`src/rtl/lut_perm_pkg.sv`:
```
// Shared definitions for the LUT input-permutation enumerator family.
// Contents:
//   state_t        enumerator FSM states (IDLE, EMIT, FIN)
//   clog2_min1     ceil(log2(v)), never less than 1
//   factorial      n! for small n (N <= 8)
//   perm_w         bits per permutation element for an n-input LUT
//   identity_perm  packed identity permutation (slot i = i), MAX_N*MAX_W bits
package lut_perm_pkg;

  localparam int unsigned MAX_N = 8;
  localparam int unsigned MAX_W = 3;

  typedef enum logic [1:0] {
    IDLE,
    EMIT,
    FIN
  } state_t;

  function automatic int unsigned clog2_min1(input int unsigned v);
    return (v <= 2) ? 1 : $clog2(v);
  endfunction

  function automatic int unsigned factorial(input int unsigned n);
    int unsigned f;
    f = 1;
    for (int unsigned i = 2; i <= n; i++) begin
      f = f * i;
    end
    return f;
  endfunction

  function automatic int unsigned perm_w(input int unsigned n);
    return clog2_min1(n);
  endfunction

  function automatic logic [MAX_N*MAX_W-1:0] identity_perm(input int unsigned n,
                                                          input int unsigned w);
    logic [MAX_N*MAX_W-1:0] r;
    r = '0;
    for (int unsigned i = 0; i < n; i++) begin
      for (int unsigned b = 0; b < w; b++) begin
        r[i*w+b] = i[b];
      end
    end
    return r;
  endfunction

endpackage

```
`src/rtl/lut_perm_next.sv`:
```
// Combinational lexicographic successor of an N-element permutation.
// Ports:
//   cur_i  N*W  current permutation, slot i = cur_i[i*W +: W], slot 0 most significant
//   nxt_o  N*W  next permutation in lexicographic order (cur_i when cur_i is the last one)
module lut_perm_next
  import lut_perm_pkg::*;
#(
  parameter int unsigned N = 4,
  parameter int unsigned W = perm_w(N)
) (
  input  logic [N*W-1:0] cur_i,
  output logic [N*W-1:0] nxt_o
);

  // Every array index below is a loop constant compared against k/l, so the
  // selects stay static and the logic unrolls into plain muxes.
  always_comb begin
    logic [W-1:0] s [N];
    logic [W-1:0] t [N];
    logic [W-1:0] r [N];
    logic         found;
    int unsigned  k;
    int unsigned  l;
    logic [W-1:0] sk;
    logic [W-1:0] sl;

    found = 1'b0;
    k     = 0;
    l     = 0;
    sk    = '0;
    sl    = '0;
    nxt_o = '0;

    for (int unsigned i = 0; i < N; i++) begin
      s[i] = cur_i[i*W +: W];
    end

    // largest k with s[k] < s[k+1]
    for (int unsigned i = 0; i + 1 < N; i++) begin
      if (s[i] < s[i+1]) begin
        found = 1'b1;
        k     = i;
      end
    end
    for (int unsigned i = 0; i < N; i++) begin
      if (i == k) sk = s[i];
    end

    // largest l > k with s[l] > s[k]
    for (int unsigned j = 0; j < N; j++) begin
      if (j > k && s[j] > sk) l = j;
    end
    for (int unsigned j = 0; j < N; j++) begin
      if (j == l) sl = s[j];
    end

    for (int unsigned j = 0; j < N; j++) begin
      t[j] = (j == k) ? sl : (j == l) ? sk : s[j];
    end

    // reverse the tail k+1..N-1: slot j takes slot N+k-j
    for (int unsigned j = 0; j < N; j++) begin
      r[j] = t[j];
      if (j > k) begin
        for (int unsigned m = 0; m < N; m++) begin
          if (m == N + k - j) r[j] = t[m];
        end
      end
    end

    for (int unsigned j = 0; j < N; j++) begin
      nxt_o[j*W +: W] = found ? r[j] : s[j];
    end
  end

endmodule

```
`src/rtl/lut_perm_enumerator.sv`:
```
// Streams all N! permutations of an N-input LUT's input ordering in
// lexicographic order, one per valid/ready handshake.
// Ports:
//   clk    clock, rising edge
//   rst    synchronous active-high reset
//   start  begins an enumeration when idle (ignored while busy or in FIN)
//   busy   high from accepted start until the last permutation is accepted
//   prm    current permutation, slot i = prm[i*W +: W]
//   idx    ordinal of prm, 0 .. N!-1
//   last   high while idx == N!-1
//   valid  prm/idx/last valid
//   ready  downstream accept
//   done   one-cycle pulse after the last permutation is accepted
module lut_perm_enumerator
  import lut_perm_pkg::*;
#(
  parameter int unsigned N  = 4,
  parameter int unsigned W  = perm_w(N),
  parameter int unsigned IW = clog2_min1(factorial(N))
) (
  input  logic          clk,
  input  logic          rst,
  input  logic          start,
  output logic          busy,
  output logic [N*W-1:0] prm,
  output logic [IW-1:0] idx,
  output logic          last,
  output logic          valid,
  input  logic          ready,
  output logic          done
);

  localparam int unsigned     NFACT    = factorial(N);
  localparam logic [IW-1:0]   LAST_IDX = IW'(NFACT - 1);
  localparam logic [N*W-1:0]  IDENT    = (N*W)'(identity_perm(N, W));

  state_t          state_q;
  logic [N*W-1:0]  prm_q;
  logic [N*W-1:0]  prm_d;
  logic [IW-1:0]   idx_q;
  logic [IW-1:0]   idx_d;
  logic            last_q;
  logic            valid_q;
  logic            busy_q;
  logic            done_q;

  lut_perm_next #(
    .N (N),
    .W (W)
  ) u_next (
    .cur_i (prm_q),
    .nxt_o (prm_d)
  );

  assign idx_d = idx_q + 1'b1;

  always_ff @(posedge clk) begin
    if (rst) begin
      state_q <= IDLE;
      prm_q   <= IDENT;
      idx_q   <= '0;
      last_q  <= 1'b0;
      valid_q <= 1'b0;
      busy_q  <= 1'b0;
      done_q  <= 1'b0;
    end else begin
      case (state_q)
        IDLE: begin
          done_q <= 1'b0;
          if (start) begin
            prm_q   <= IDENT;
            idx_q   <= '0;
            last_q  <= (NFACT == 1);
            valid_q <= 1'b1;
            busy_q  <= 1'b1;
            state_q <= EMIT;
          end
        end
        EMIT: begin
          if (ready) begin
            if (last_q) begin
              valid_q <= 1'b0;
              busy_q  <= 1'b0;
              done_q  <= 1'b1;
              state_q <= FIN;
            end else begin
              prm_q  <= prm_d;
              idx_q  <= idx_d;
              last_q <= (idx_d == LAST_IDX);
            end
          end
        end
        FIN: begin
          done_q  <= 1'b0;
          state_q <= IDLE;
        end
        default: state_q <= IDLE;
      endcase
    end
  end

  assign busy  = busy_q;
  assign prm   = prm_q;
  assign idx   = idx_q;
  assign last  = last_q;
  assign valid = valid_q;
  assign done  = done_q;

endmodule

```
`config.mk`:
```
export PLATFORM = sky130hd
export DESIGN_NAME = lut_perm_enumerator
export DESIGN_NICKNAME = d
export VERILOG_FILES = /design/src/rtl/lut_perm_pkg.sv /design/src/rtl/lut_perm_next.sv /design/src/rtl/lut_perm_enumerator.sv
export SDC_FILE = /design/constraint.sdc
export NUM_CORES = 1
export LEC_CHECK = 0
export BUFFER_PORTS_ARGS = -buffer_cell sky130_fd_sc_hd__clkbuf_2
export CELL_PAD_IN_SITES_DETAIL_PLACEMENT = 1
export CELL_PAD_IN_SITES_GLOBAL_PLACEMENT = 2
export CORE_UTILIZATION = 36
export DETAILED_ROUTE_END_ITERATION = 7
export GPL_TIMING_DRIVEN = 0
export HOLD_SLACK_MARGIN = 0.08
export PLACE_DENSITY = 0.84
export SLEW_MARGIN = 40
export SYNTH_ARGS = -nofsm -noshare
export SYNTH_HDL_FRONTEND = slang
export SYNTH_SLANG_ARGS = --single-unit
```
`constraint.sdc`:
```
create_clock -name clk -period 6.5 [get_ports clk]
set_input_delay 0.65 -clock clk [delete_from_list [all_inputs] [get_ports clk]]
set_output_delay 0.65 -clock clk [all_outputs]
set_load 0.005 [all_outputs]
```
==> results_dict.tcl <==
set metrics [dict create \
    status "complete, no violations" \
    grt_max_degree 11 \
    cts_hold_buffers 0 \
    synth_cells 207 \
    met1_length_um 2360 \
    layout.nets 245 \
    insertedDiodeCount 0 \
    core_um2 4120 \
    cts_tree "built" \
    skew_ns 0.00419 \
    synth_cell_type_count 58 \
    wl_met2_um 2340 \
    floorplan.die.width_um 68.6 \
    die_y_um 68.6 \
    synth_area_leaders "dfxtp_1 (23%), ha_1 (7.1%), a21oi_1 (5.6%)" \
    setup_viol 0 \
    synth_edf_count 0 \
    critical_path_required_ns 6.63 \
    async_flop_share_pct 0 \
    worstPathArrival_ns 4.11 \
    ir_worst_vdd_mv 0.174 \
    antenna_found_initial 0 \
    cts_resized 0 \
    drive_gt1_share_pct 20.3 \
    crit_fanout 10 \
    p_sw_share_pct 50.7 \
    ys_ff_latch 18 \
    p_comb_share_pct 68.2 \
    postPlaceCellArea_um2 1760 \
    hold_viol_final 0 \
    fin_area_um2 1810 \
    switchingPower_uw 364 \
    rsz0062_at_grt "no" \
    viasPerCell 5.85 \
    areaGrowthSynthToFinish_pct 13.6 \
    fin_hold_ws_ns 0.465 \
    leakage_nw 0.783 \
    yosysTopAreaCell "dfxtp_1" \
    r2r_slack_ns 2.52 \
    whs_path_depth 2 \
    postCtsSetupBuffers 0 \
    clk_pin_slew_worst_paths_ns 0.07 \
    wl_um 4960 \
    htree_levels 1 \
    cp-start-kind "flip-flop" \
    top_layer_used "met4" \
    finalPower_uw 719 \
    worstHoldStart "done" \
    p_per_area_nw_per_um2 396 \
    pwr-share-seq_pct 18.8 \
    clock_path_buffers 2 \
    r2r_end "prm[3]" \
    vias 1643 \
    yosysTopAreaCellShare_pct 22.6 \
    period_needed_ns 3.98 \
    rr_worst_depth 14 \
    max_freq_mhz 251 \
    io_pins 21 \
    gp_congestion 0.870 \
    clk_latency_ns 0.26 \
    hold_end "done" \
    period_share_pct 61.2 \
    tns_ns 0 \
    dp_hpwl_um 3920 \
    dr.pass1.iters 4 \
    port_buffers 20 \
    synthFlopType "dfxtp_1" \
    synth_nets 220 \
    regToRegStartpoint "prm[5]" \
    start_util_pct 38.8 \
    hp-class "reg2reg" \
    drc_errors 0 \
    drt_iter0_drc 48 \
    ys_warn_count 0 \
    cts_buffers 3 \
    maxCapViolations 0 \
    grtUsageTotal_pct 23.5 \
    overflow 0 \
    clockRootBuffer "clkbuf_8" \
    grt_pass1_vias 1570 \
    tightest_slew_ns 0.586 \
    final_max_slew_viol_count 0 \
    syn_avg_cell_area_um2 7.71 \
    clock_sinks 18 \
    die_area_um2 4700 \
    yosysSeqAreaShare_pct 22.6 \
    clockPowerShare_pct 13.0 \
    crit_type "reg2reg" \
    p_int_uw 354 \
    crit_path_end_kind "flip-flop" \
    syn_area_um2 1600 \
    maxSlewHeadroom_pct 60.8 \
    wl_met3_um 208 \
    grt_pass1_wl_um 7870 \
    rows 23 \
    avgRoutedWirePerCell_um 17.7 \
    ant_nets 0 \
]
[cell usage after synthesis (2+ instances only)]
library cell / instances
nor2b_1: 4
a21oi_1: 18
o21bai_1: 2
nand2_1: 17
inv_1: 10
a21oi_4: 2
o31ai_1: 2
nand3_2: 2
nor2_2: 2
xor2_1: 3
nor2_1: 23
nor3_1: 10
nand2b_1: 3
nand3_1: 5
o21ai_0: 16
buf_4: 4
ha_1: 9
a21o_1: 5
nand2b_4: 2
mux2i_1: 2
nand3b_1: 2
clkbuf_1: 3
o22ai_1: 2
a211oi_1: 4
o21ai_1: 2
a32oi_1: 4
dfxtp_1: 18
[worst max-delay path, stage by stage (launching register included)]
cell       delay (ns)
dfxtp_1          0.53
inv_1            0.14
ha_1             0.40
nor2b_1          0.17
a2111oi_0        0.38
a21oi_1          0.08
o31ai_1          0.13
inv_1            0.17
ha_1             0.35
nand2_1          0.13
o21a_1           0.28
clkbuf_1         0.40
o21ai_1          0.24
a221oi_1         0.38
nor3_1           0.07
[metal layers]
metal	vias to the layer above	track usage [%]
li1	809	-
met1	801	31.6
met2	28	38.2
met3	5	3.13
met4	0	8.07
met5	-	0
[cells in the final DEF, fill, tap and decap left out, types with 3 or more instances in the layout]
master,synthesis,layout
nand2b_1,3,3
a21o_1,5,5
xor2_1,3,3
ha_1,9,9
clkbuf_8,0,4
nor2b_1,4,4
clkbuf_2,1,21
dfxtp_1,18,18
nand3_1,5,5
o21ai_0,16,16
clkbuf_1,3,3
a32oi_1,4,4
nor3_1,10,10
nand2_1,17,17
a21oi_1,18,18
inv_1,10,10
nor2_1,23,23
buf_4,4,4
a211oi_1,4,4
[cell families after synthesis]
kind of cell | after synthesis | share of synthesized area, %
flip-flops | 18 | 22.6
multiplexers | 2 | 1.25
XOR/XNOR | 3 | 1.65
AND/OR/NAND/NOR | 79 | 26.4
adder cells (fa/ha/maj) | 9 | 7.06
buffers and inverters | 19 | 5.57
AO/OA/AOI/OAI | 77 | 35.5
[metrics by stage]
stage	worst slack (ns)	instances	utilization (%)
6_report	2.52	281	44.1
3_5_place_dp	2.57	277	42.7
4_1_cts	2.56	281	44.1
3_3_place_gp	2.71	277	42.7
2_1_floorplan	3.15	207	-
5_1_grt	2.29	281	44.1
[layout make-up]
type                            instances  area, um2
Fill cell                             544       2300
Multi-Input combinational cell        170       1150
Sequential cell                        18        360
Timing Repair Buffer                   20        100
Tap cell                               50       62.6
Clock buffer                            4       55.1
Buffer                                  9       51.3
Inverter                               10       37.5
[flip-flops by register name, summed over array words and instances (netlist names)]
register,count
busy,1
done,1
idx,5
last,1
state_q,2
prm,8
[power by group through the flow]
stage,logic [mW],registers [mW],clock network [mW]
final,0.490,0.135,0.0932
after global routing,0.542,0.137,0.101
after detailed placement,0.483,0.138,0
after CTS,0.486,0.135,0.0968
after floorplan,0.366,0.133,0
after global placement,0.466,0.137,0
[worst max-delay path by stage]
stage,startpoint,endpoint,slack [ns]
2_1_floorplan,prm[5],prm[6],3.15
3_5_place_dp,prm[5],prm[3],2.57
3_3_place_gp,prm[5],prm[3],2.71
5_1_grt,prm[5],prm[3],2.29
6_report,prm[5],prm[3],2.52
4_1_cts,prm[5],prm[3],2.56
(Power assumes the default switching activity.)
